**src/rtl/ram_port_ctrl.sv**
```systemverilog
`default_nettype none
// ============================================================================
//  Module   : ram_port_ctrl
//  Brief    : Initiator-side controller for a synchronous single-write /
//             registered-read RAM. Turns single read/write requests into
//             correctly timed RAM port cycles and provides an auto-scan mode
//             that streams every RAM word out in address order.
//  Options  : `define SCAN_CHECKSUM_EN adds the scan_sum output (running
//             modulo-2**DW sum of the scan beats of the current scan).
//  Revision : 1.0  - initial release
// ============================================================================
module ram_port_ctrl #(
  parameter int AW = 4,
  parameter int DW = 8
) (
  input  logic          clk,
  input  logic          clrn,
  // user request side
  input  logic          req,
  input  logic          cmd_wr,
  input  logic [AW-1:0] addr,
  input  logic [DW-1:0] wdata,
  output logic          ready,
  output logic [DW-1:0] rdata,
  output logic          rvalid,
  output logic          wdone,
  // auto-scan side
  input  logic          scan_start,
  output logic          scan_busy,
  output logic [AW-1:0] scan_addr,
  output logic [DW-1:0] scan_data,
  output logic          scan_valid,
  // RAM port side
  output logic          ram_we,
  output logic [AW-1:0] ram_inaddr,
  output logic [DW-1:0] ram_indata,
  output logic [AW-1:0] ram_outaddr,
`ifdef SCAN_CHECKSUM_EN
  input  logic [DW-1:0] ram_outdata,
  output logic [DW-1:0] scan_sum
`else
  input  logic [DW-1:0] ram_outdata
`endif
);

  // --------------------------------------------------------------------------
  // State encoding
  // --------------------------------------------------------------------------
  localparam int SW = 3;
  localparam logic [SW-1:0] S_IDLE       = 3'd0;
  localparam logic [SW-1:0] S_WR         = 3'd1;
  localparam logic [SW-1:0] S_RD_ISS     = 3'd2;
  localparam logic [SW-1:0] S_RD_CAP     = 3'd3;
  localparam logic [SW-1:0] S_SCAN       = 3'd4;
  localparam logic [SW-1:0] S_SCAN_DRAIN = 3'd5;

  // Last address of the RAM; the scan pointer stops here instead of wrapping.
  localparam logic [AW-1:0] PTR_LAST = {AW{1'b1}};
  localparam logic [AW-1:0] PTR_ONE  = {{(AW-1){1'b0}}, 1'b1};
  localparam logic [AW-1:0] PTR_ZERO = {AW{1'b0}};

  logic [SW-1:0] state;
  logic [SW-1:0] state_nxt;

  // Request / scan acceptance decodes, only meaningful in IDLE.
  logic          accept_wr;
  logic          accept_rd;
  logic          scan_accept;

  // Scan pipeline stage: the address issued to the RAM in the previous cycle,
  // whose data is now on ram_outdata.
  logic          pipe_valid;
  logic [AW-1:0] pipe_addr;
  logic          pipe_valid_nxt;
  logic [AW-1:0] pipe_addr_nxt;

  // Next values of the registered outputs.
  logic          ready_nxt;
  logic          rvalid_nxt;
  logic          wdone_nxt;
  logic [DW-1:0] rdata_nxt;
  logic          scan_busy_nxt;
  logic          scan_valid_nxt;
  logic [AW-1:0] scan_addr_nxt;
  logic [DW-1:0] scan_data_nxt;
  logic          ram_we_nxt;
  logic [AW-1:0] ram_inaddr_nxt;
  logic [DW-1:0] ram_indata_nxt;
  logic [AW-1:0] ram_outaddr_nxt;

  // --------------------------------------------------------------------------
  // Acceptance decode: a request beats a simultaneous scan_start, and
  // scan_start is only looked at when no request is present.
  // --------------------------------------------------------------------------
  assign accept_wr   = (state == S_IDLE) &&  req &&  cmd_wr;
  assign accept_rd   = (state == S_IDLE) &&  req && !cmd_wr;
  assign scan_accept = (state == S_IDLE) && !req &&  scan_start;

  // State register; a low clrn returns to IDLE and abandons any activity.
  always_ff @(posedge clk) begin
    if (!clrn) begin
      state <= S_IDLE;
    end else begin
      state <= state_nxt;
    end
  end

  // Next-state logic for the request and scan sequences.
  always_comb begin
    state_nxt = state;
    case (state)
      S_IDLE: begin
        if (req) begin
          state_nxt = cmd_wr ? S_WR : S_RD_ISS;
        end else if (scan_start) begin
          state_nxt = S_SCAN;
        end
      end
      S_WR:     state_nxt = S_IDLE;
      S_RD_ISS: state_nxt = S_RD_CAP;
      S_RD_CAP: state_nxt = S_IDLE;
      S_SCAN: begin
        // The last address is on the RAM port this cycle; only the
        // pipelined beats remain after it.
        if (ram_outaddr == PTR_LAST) begin
          state_nxt = S_SCAN_DRAIN;
        end
      end
      S_SCAN_DRAIN: begin
        // Once the pipeline stage is empty the beat being presented now is
        // the final one, so the scan is over at the next edge.
        if (!pipe_valid) begin
          state_nxt = S_IDLE;
        end
      end
      default: state_nxt = S_IDLE;
    endcase
  end

  // Output logic: next values for every registered output and pipe stage.
  always_comb begin
    // Status strobes follow the state being entered / left.
    ready_nxt     = (state_nxt == S_IDLE);
    ram_we_nxt    = (state_nxt == S_WR);
    wdone_nxt     = (state == S_WR);
    rvalid_nxt    = (state == S_RD_CAP);
    scan_busy_nxt = (state_nxt == S_SCAN) || (state_nxt == S_SCAN_DRAIN);

    // Write port holds its last address/data except when a write is taken.
    ram_inaddr_nxt = ram_inaddr;
    ram_indata_nxt = ram_indata;
    if (accept_wr) begin
      ram_inaddr_nxt = addr;
      ram_indata_nxt = wdata;
    end

    // Read address: request address on a read, pointer during a scan.
    ram_outaddr_nxt = ram_outaddr;
    if (accept_rd) begin
      ram_outaddr_nxt = addr;
    end else if (scan_accept) begin
      ram_outaddr_nxt = PTR_ZERO;
    end else if ((state == S_SCAN) && (ram_outaddr != PTR_LAST)) begin
      ram_outaddr_nxt = ram_outaddr + PTR_ONE;
    end

    // Read result is captured from the RAM during RD_CAP and held otherwise.
    rdata_nxt = rdata;
    if (state == S_RD_CAP) begin
      rdata_nxt = ram_outdata;
    end

    // Scan pipe: an address driven in SCAN has its data one cycle later.
    pipe_valid_nxt = (state == S_SCAN);
    pipe_addr_nxt  = ram_outaddr;

    // Scan beat: presented the cycle after the pipe stage, i.e. two cycles
    // after its address was driven.
    scan_valid_nxt = pipe_valid;
    scan_addr_nxt  = scan_addr;
    scan_data_nxt  = scan_data;
    if (pipe_valid) begin
      scan_addr_nxt = pipe_addr;
      scan_data_nxt = ram_outdata;
    end
  end

  // Output and pipeline registers; reset clears all but ready.
  always_ff @(posedge clk) begin
    if (!clrn) begin
      ready       <= 1'b1;
      rdata       <= '0;
      rvalid      <= 1'b0;
      wdone       <= 1'b0;
      scan_busy   <= 1'b0;
      scan_valid  <= 1'b0;
      scan_addr   <= '0;
      scan_data   <= '0;
      ram_we      <= 1'b0;
      ram_inaddr  <= '0;
      ram_indata  <= '0;
      ram_outaddr <= '0;
      pipe_valid  <= 1'b0;
      pipe_addr   <= '0;
    end else begin
      ready       <= ready_nxt;
      rdata       <= rdata_nxt;
      rvalid      <= rvalid_nxt;
      wdone       <= wdone_nxt;
      scan_busy   <= scan_busy_nxt;
      scan_valid  <= scan_valid_nxt;
      scan_addr   <= scan_addr_nxt;
      scan_data   <= scan_data_nxt;
      ram_we      <= ram_we_nxt;
      ram_inaddr  <= ram_inaddr_nxt;
      ram_indata  <= ram_indata_nxt;
      ram_outaddr <= ram_outaddr_nxt;
      pipe_valid  <= pipe_valid_nxt;
      pipe_addr   <= pipe_addr_nxt;
    end
  end

`ifdef SCAN_CHECKSUM_EN
  // Running scan checksum: cleared when a scan is accepted, summed per beat.
  always_ff @(posedge clk) begin
    if (!clrn) begin
      scan_sum <= '0;
    end else if (scan_accept) begin
      scan_sum <= '0;
    end else if (scan_valid) begin
      scan_sum <= scan_sum + scan_data;
    end
  end
`endif

endmodule
`default_nettype wire

```
**config.mk**
```make
export PLATFORM = sky130hd
export DESIGN_NAME = ram_port_ctrl
export DESIGN_NICKNAME = d
export VERILOG_FILES = /design/src/rtl/ram_port_ctrl.sv
export SDC_FILE = /design/constraint.sdc
export NUM_CORES = 1
export LEC_CHECK = 0
export CAP_MARGIN = 10
export CELL_PAD_IN_SITES_DETAIL_PLACEMENT = 0
export CELL_PAD_IN_SITES_GLOBAL_PLACEMENT = 1
export CORE_MARGIN = 3
export CORE_UTILIZATION = 45
export DETAILED_ROUTE_END_ITERATION = 16
export DONT_BUFFER_PORTS = 1
export PLACE_DENSITY = 0.88
export SYNTH_ARGS = -nofsm -noshare
export SYNTH_HDL_FRONTEND = slang
export SYNTH_SLANG_ARGS = --single-unit
```
**constraint.sdc**
```tcl
create_clock -name clk -period 1.9 [get_ports clk]
set_clock_uncertainty 0.15 [all_clocks]
set_input_delay 0.19 -clock clk [delete_from_list [all_inputs] [get_ports clk]]
set_output_delay 0.19 -clock clk [all_outputs]
set_load 0.01 [all_outputs]
```
; ---- Word-level counts from Yosys, hierarchy flattened
; Index checks and enable logic that the tools add are counted.
; Widths: inputs -> output; s select.
[totals]
ff_bits = 50
latchBits = 0
ram_bits = 0
rom_bits = 0
input_bits = 25
output_inout_bits = 42
wordCells = 47
memories = 0
[classes]
addsub = 1
mul = 0
div = 0
order_cmp = 0
n_eq_ne = 10
n_shift = 0
mux = 9
n_bitwise = 0
n_reduce_logical = 12
[op_table]
columns = op, n
row1 = $eq 3x3->1 const B, 4
row2 = $mux 3, 4
row3 = $mux 4, 3
row4 = $pmux 3 s4, 1
row5 = $eq 3x1->1 const B, 2
row6 = $eq 3x2->1 const B, 2
row7 = $logic_and 1x1->1, 6
row8 = $logic_not 3->1, 2
row9 = $add 4x1->4 const B, 1
row10 = $eq 4x4->1 const B, 1
row11 = $ne 4x4->1 const B, 1
row12 = $reduce_bool 3->1, 1
row13 = $logic_not 1->1, 2
row14 = $mux 2, 1
row15 = $logic_or 1x1->1, 1

; ---- Logic depth before layout (Yosys ltp)
[logic_depth]
ltp_word = 5
ltp_mapped = 6
depth_no_buf = 5

; ---- Least setup slack after synthesis
; No wires, ideal clock.
[synth_timing]
path_kind = register to register
from = register ram_outaddr[0]
to = register ready
setup_ps = 116
arrival_time_ps = 1201
required_time_ps = 1634
setup_slack_ps = 433
stages_incl_launch_ff = 5
n_path_buf = 0
path_cell_list = dfxtp_1 > ha_1 > and4bb_2 > a31oi_1 > a31o_2
[synth_via]
elab_chain_len = 4
[synth_lines]
columns = element, line_no
row1 = start: declaration, 37  ; output logic [AW-1:0] ram_outaddr,
row2 = start signal: assignment, 217  ; ram_outaddr <= ram_outaddr_nxt;
row3 = $eq 4x4->1, 125  ; if (ram_outaddr == PTR_LAST) begin
row4 = $mux 3, 125
row5 = $pmux 3 s4, 111  ; case (state)
row6 = $logic_not 3->1, 143  ; ready_nxt = (state_nxt == S_IDLE);
row7 = end signal: assignment, 206  ; ready <= ready_nxt;
row8 = end: declaration, 23  ; output logic ready,
; No other way between the ends.
; A chain may end at the register's enable or synchronous reset.

; ---- Worst setup path in the final report
[layout_timing]
from = register state[2]
to = register ram_outaddr[3]
[layout_via]
elab_chain_len = 5
elab_cells_between_ends = 10
cone_classes = 1 x eq/ne / 2 x mux / 7 x reduce/logical
[layout_lines]
columns = element, line_no
row1 = start: declaration, 62  ; logic [SW-1:0] state;
row2 = start signal: assignment, 104  ; state <= state_nxt;
row3 = $logic_not 3->1, "96, 97"
row4 = $logic_and 1x1->1 (2 in series), 97  ; assign scan_accept = (state == S_IDLE) && !req && scan_start;
row5 = $mux 4, 161  ; end else if (scan_accept) begin
row6 = $mux 4, 159  ; if (accept_rd) begin
; Several ways; a longest one is shown, not always the timed one.

==> impl_metrics.json <==
{
  "report.final.hold_viol_count": 0,
  "yosysWarningCount": 0,
  "wl_mm": 4.02,
  "path_clk_slew_ns": 0.09,
  "synth_mux_area_share_pct": 10.5,
  "io_buffer_count": 0,
  "rows": 23,
  "hold_slack_ns": 0.00818,
  "drtAntennaViolNets": 0,
  "grt_pass1_wl_mm": 6.61,
  "synth_seq_area_share_pct": 52.5,
  "setup_viol": 0,
  "critPathLaunchType": "flop",
  "cp_data_arrival_time_ns": 1.82,
  "yosys.area_share.adder_pct": 0.657,
  "vias": 1428,
  "slew_violations": 0,
  "finalSetupTns_ns": 0,
  "pre_cts_slack_ns": 0.187,
  "drive_gt1_share_pct": 9.87,
  "min_path_type": "input pin to flop",
  "drv_cap": 0,
  "critPathRequiredTime_ns": 1.97,
  "avgSynthCellArea_um2": 9.48,
  "clkLatencyLatePin_ns": 0.31,
  "finalPower_mw": 2.01,
  "clockBufferDepth": 2,
  "grt-ovfl-total": 0,
  "die-area_mm2": 0.00505,
  "r2r-start": "state[2]$_SDFF_PN0_",
  "synthSimpleGateAreaFrac_pct": 21.9,
  "ir_drop_v": 0.000374,
  "ys_seq_elements": 50,
  "p_leak_nw": 0.879,
  "n_antenna_cell": 0,
  "routabilityCongestion": 0.743,
  "hpwlAfterDp_mm": 2.67,
  "rsz0062_at_grt": "no",
  "crit_fanout": 12,
  "cts_made_buffers": 5,
  "nFillCells": 386,
  "h-tree-depth": 2,
  "initial_utilization_pct": 47.3,
  "dr.pass1.iters": 4,
  "syn_nets": 227,
  "final_cells": 273,
  "antenna_found_initial": 0,
  "clockRootBuffer": "clkbuf_8",
  "synth-xor-area-share_pct": 0,
  "netlist_area_mm2": 0.00191,
  "max-slew-margin-rel_pct": 70.9,
  "reg2reg_to": "ram_outaddr[3]$_SDFFE_PN0P_",
  "powerDensity_mw_per_mm2": 896,
  "dp_cells": 244,
  "synth_cell_type_count": 39,
  "synth_top_family_by_area": "simple AND/OR/NAND/NOR gates",
  "cts_tree": "built",
  "timing.final.ws_setup_ns": 0.152,
  "nets": 248,
  "min_period_over_period_pct": 92.0,
  "ios": 67,
  "end_kind": "flop",
  "whs_endpoint": "scan_busy$_SDFF_PN0_",
  "cts.sinks": 50,
  "path_class": "flop to flop",
  "vias_per_cell": 5.23,
  "max_freq_mhz": 572,
  "worstHoldPathCells": 2,
  "synth_cells": 201,
  "synth_compound_area_share_pct": 9.91,
  "reg2reg_depth": 4,
  "core_area_mm2": 0.00403,
  "area_growth_pct": 17.7,
  "period_minus_slack_ns": 1.75,
  "drc": 0,
  "die-height_um": 71.1,
  "grt_max_degree": 23,
  "outcome": "complete, no violations",
  "min_from": "clrn",
  "r2r_slack_ns": 0.15,
  "post_drt_wl_per_cell_um": 14.7,
  "worstMarginPinSlew_ns": 0.435,
  "grt_use_total_pct": 16.7,
  "drtIter0Drc": 62,
  "first_global_vias": 1395,
  "die_w_um": 71.1
}
==> Yosys cell counts (all sizes together) <==
library cell	count	area share [%]
inv	4	0.79
ha	1	0.66
nand4	1	0.33
nor3b	1	0.66
dfxtp	50	53
nor2	31	6.1
a22oi	4	1.8
nand4b	1	0.46
nor4	2	0.99
or2	1	0.33
and3	2	0.72
clkbuf	6	1.2
mux2i	20	11
o21a	1	0.39
a32o	1	0.53
nor3	1	0.53
a31o	1	0.46
nand3	5	1.3
and2b	1	0.39
nor4b	2	1.7
buf	6	2.3
a211oi	1	0.39
a21o	1	0.39
nand3b	2	0.79
and2	5	1.6
o211ai	1	0.39
o31ai	1	0.39
a31oi	2	0.66
nand2	27	5.3
o21ai	4	1.1
and4bb	1	0.66
clkinv	1	0.20
a21oi	13	3.4
==> layer usage <==
metal | share of wire [%] | global-route usage [%] | up-vias
li1 | - | - | 723
met1 | 44 | 19.9 | 645
met2 | 44 | 26.1 | 54
met3 | 10 | 8.10 | 6
met4 | 1.6 | 6.26 | 0
met5 | 0 | 0 | -
==> cells by family (layout without fill, tap and decap cells) <==
| logic type | Yosys count | after routing |
|---|---|---|
| adders and majority gates | 1 | 1 |
| buffers and inverters | 17 | 39 |
| AOI/OAI and AO/OA | 30 | 30 |
| muxes | 20 | 20 |
| and+or+nand+nor | 83 | 83 |
| DFF | 50 | 50 |
==> cells in the final DEF (no fill, tap or decap), types with 3 or more instances in the layout <==
| cell | netlist | routed |
|---|---|---|
| inv_1 | 4 | 4 |
| nand2_1 | 27 | 27 |
| a22oi_1 | 3 | 3 |
| mux2i_1 | 20 | 20 |
| o21ai_0 | 4 | 4 |
| buf_4 | 3 | 5 |
| dlygate4sd3_1 | 0 | 21 |
| clkbuf_8 | 0 | 5 |
| nand3_1 | 5 | 5 |
| nor2_1 | 31 | 31 |
| and2_1 | 5 | 5 |
| a21oi_1 | 13 | 13 |
| dfxtp_1 | 50 | 50 |
==> metrics by stage <==
stage	util (%)	cell area, µm²
2_1_floorplan	-	1910
3_3_place_gp	48.1	1940
3_5_place_dp	48.1	1940
4_1_cts	55.7	2240
5_1_grt	55.7	2240
6_report	55.7	2240
==> where the power goes <==
group | internal [mW] | switching, mW | leakage (nW) | total, mW
registers | 1.10 | 0.0621 | 0.406 | 1.16
logic | 0.109 | 0.116 | 0.432 | 0.224
clock network | 0.264 | 0.364 | 0.0408 | 0.628
==> what timing repair did <==
action / in CTS / in global routing
setup buffers: 0 / 0
hold buffers: 21 / 0
gates resized for setup: 0 / 0
endpoints found under the hold margin: 39 / 0
==> worst max path at each step <==
stage,from,endpoint,slack (ns)
6_report,state[2]$_SDFF_PN0_,ram_outaddr[3]$_SDFFE_PN0P_,0.15
5_1_grt,state[2]$_SDFF_PN0_,ram_outaddr[3]$_SDFFE_PN0P_,0.008
4_1_cts,state[2]$_SDFF_PN0_,ram_outaddr[3]$_SDFFE_PN0P_,0.16
3_5_place_dp,state[2]$_SDFF_PN0_,ram_outaddr[3]$_SDFFE_PN0P_,0.19
3_3_place_gp,state[2]$_SDFF_PN0_,ram_outaddr[3]$_SDFFE_PN0P_,0.22
2_1_floorplan,ram_outaddr[0]$_SDFFE_PN0P_,ready$_SDFF_PN1_,0.43
==> sequential cells by signal (all words and copies together) (netlist names), 3 cells and up <==
register     count
scan_data        8
ram_outaddr      4
state            3
rdata            8
scan_addr        4
ram_inaddr       4
pipe_addr        4
ram_indata       8
==> critical path, stage by stage (launching register included) <==
cell,delay [ns]
dfxtp_1,0.58
nor3b_2,0.40
a32o_1,0.26
nor2_1,0.07
nor4_2,0.21
==> final cells by class <==
cell class / instances / area (µm²) / area share [%]
clock buffer: 5 / 68.8 / 3.07
multi-input combinational: 134 / 820 / 36.6
timing repair buffer: 26 / 248 / 11.0
inverter: 5 / 18.8 / 0.837
sequential: 50 / 1000 / 44.6
clock inverter: 3 / 23.8 / 1.06
tap: 50 / 62.6 / 2.79
Note: power is estimated with default switching activity, not from simulation.
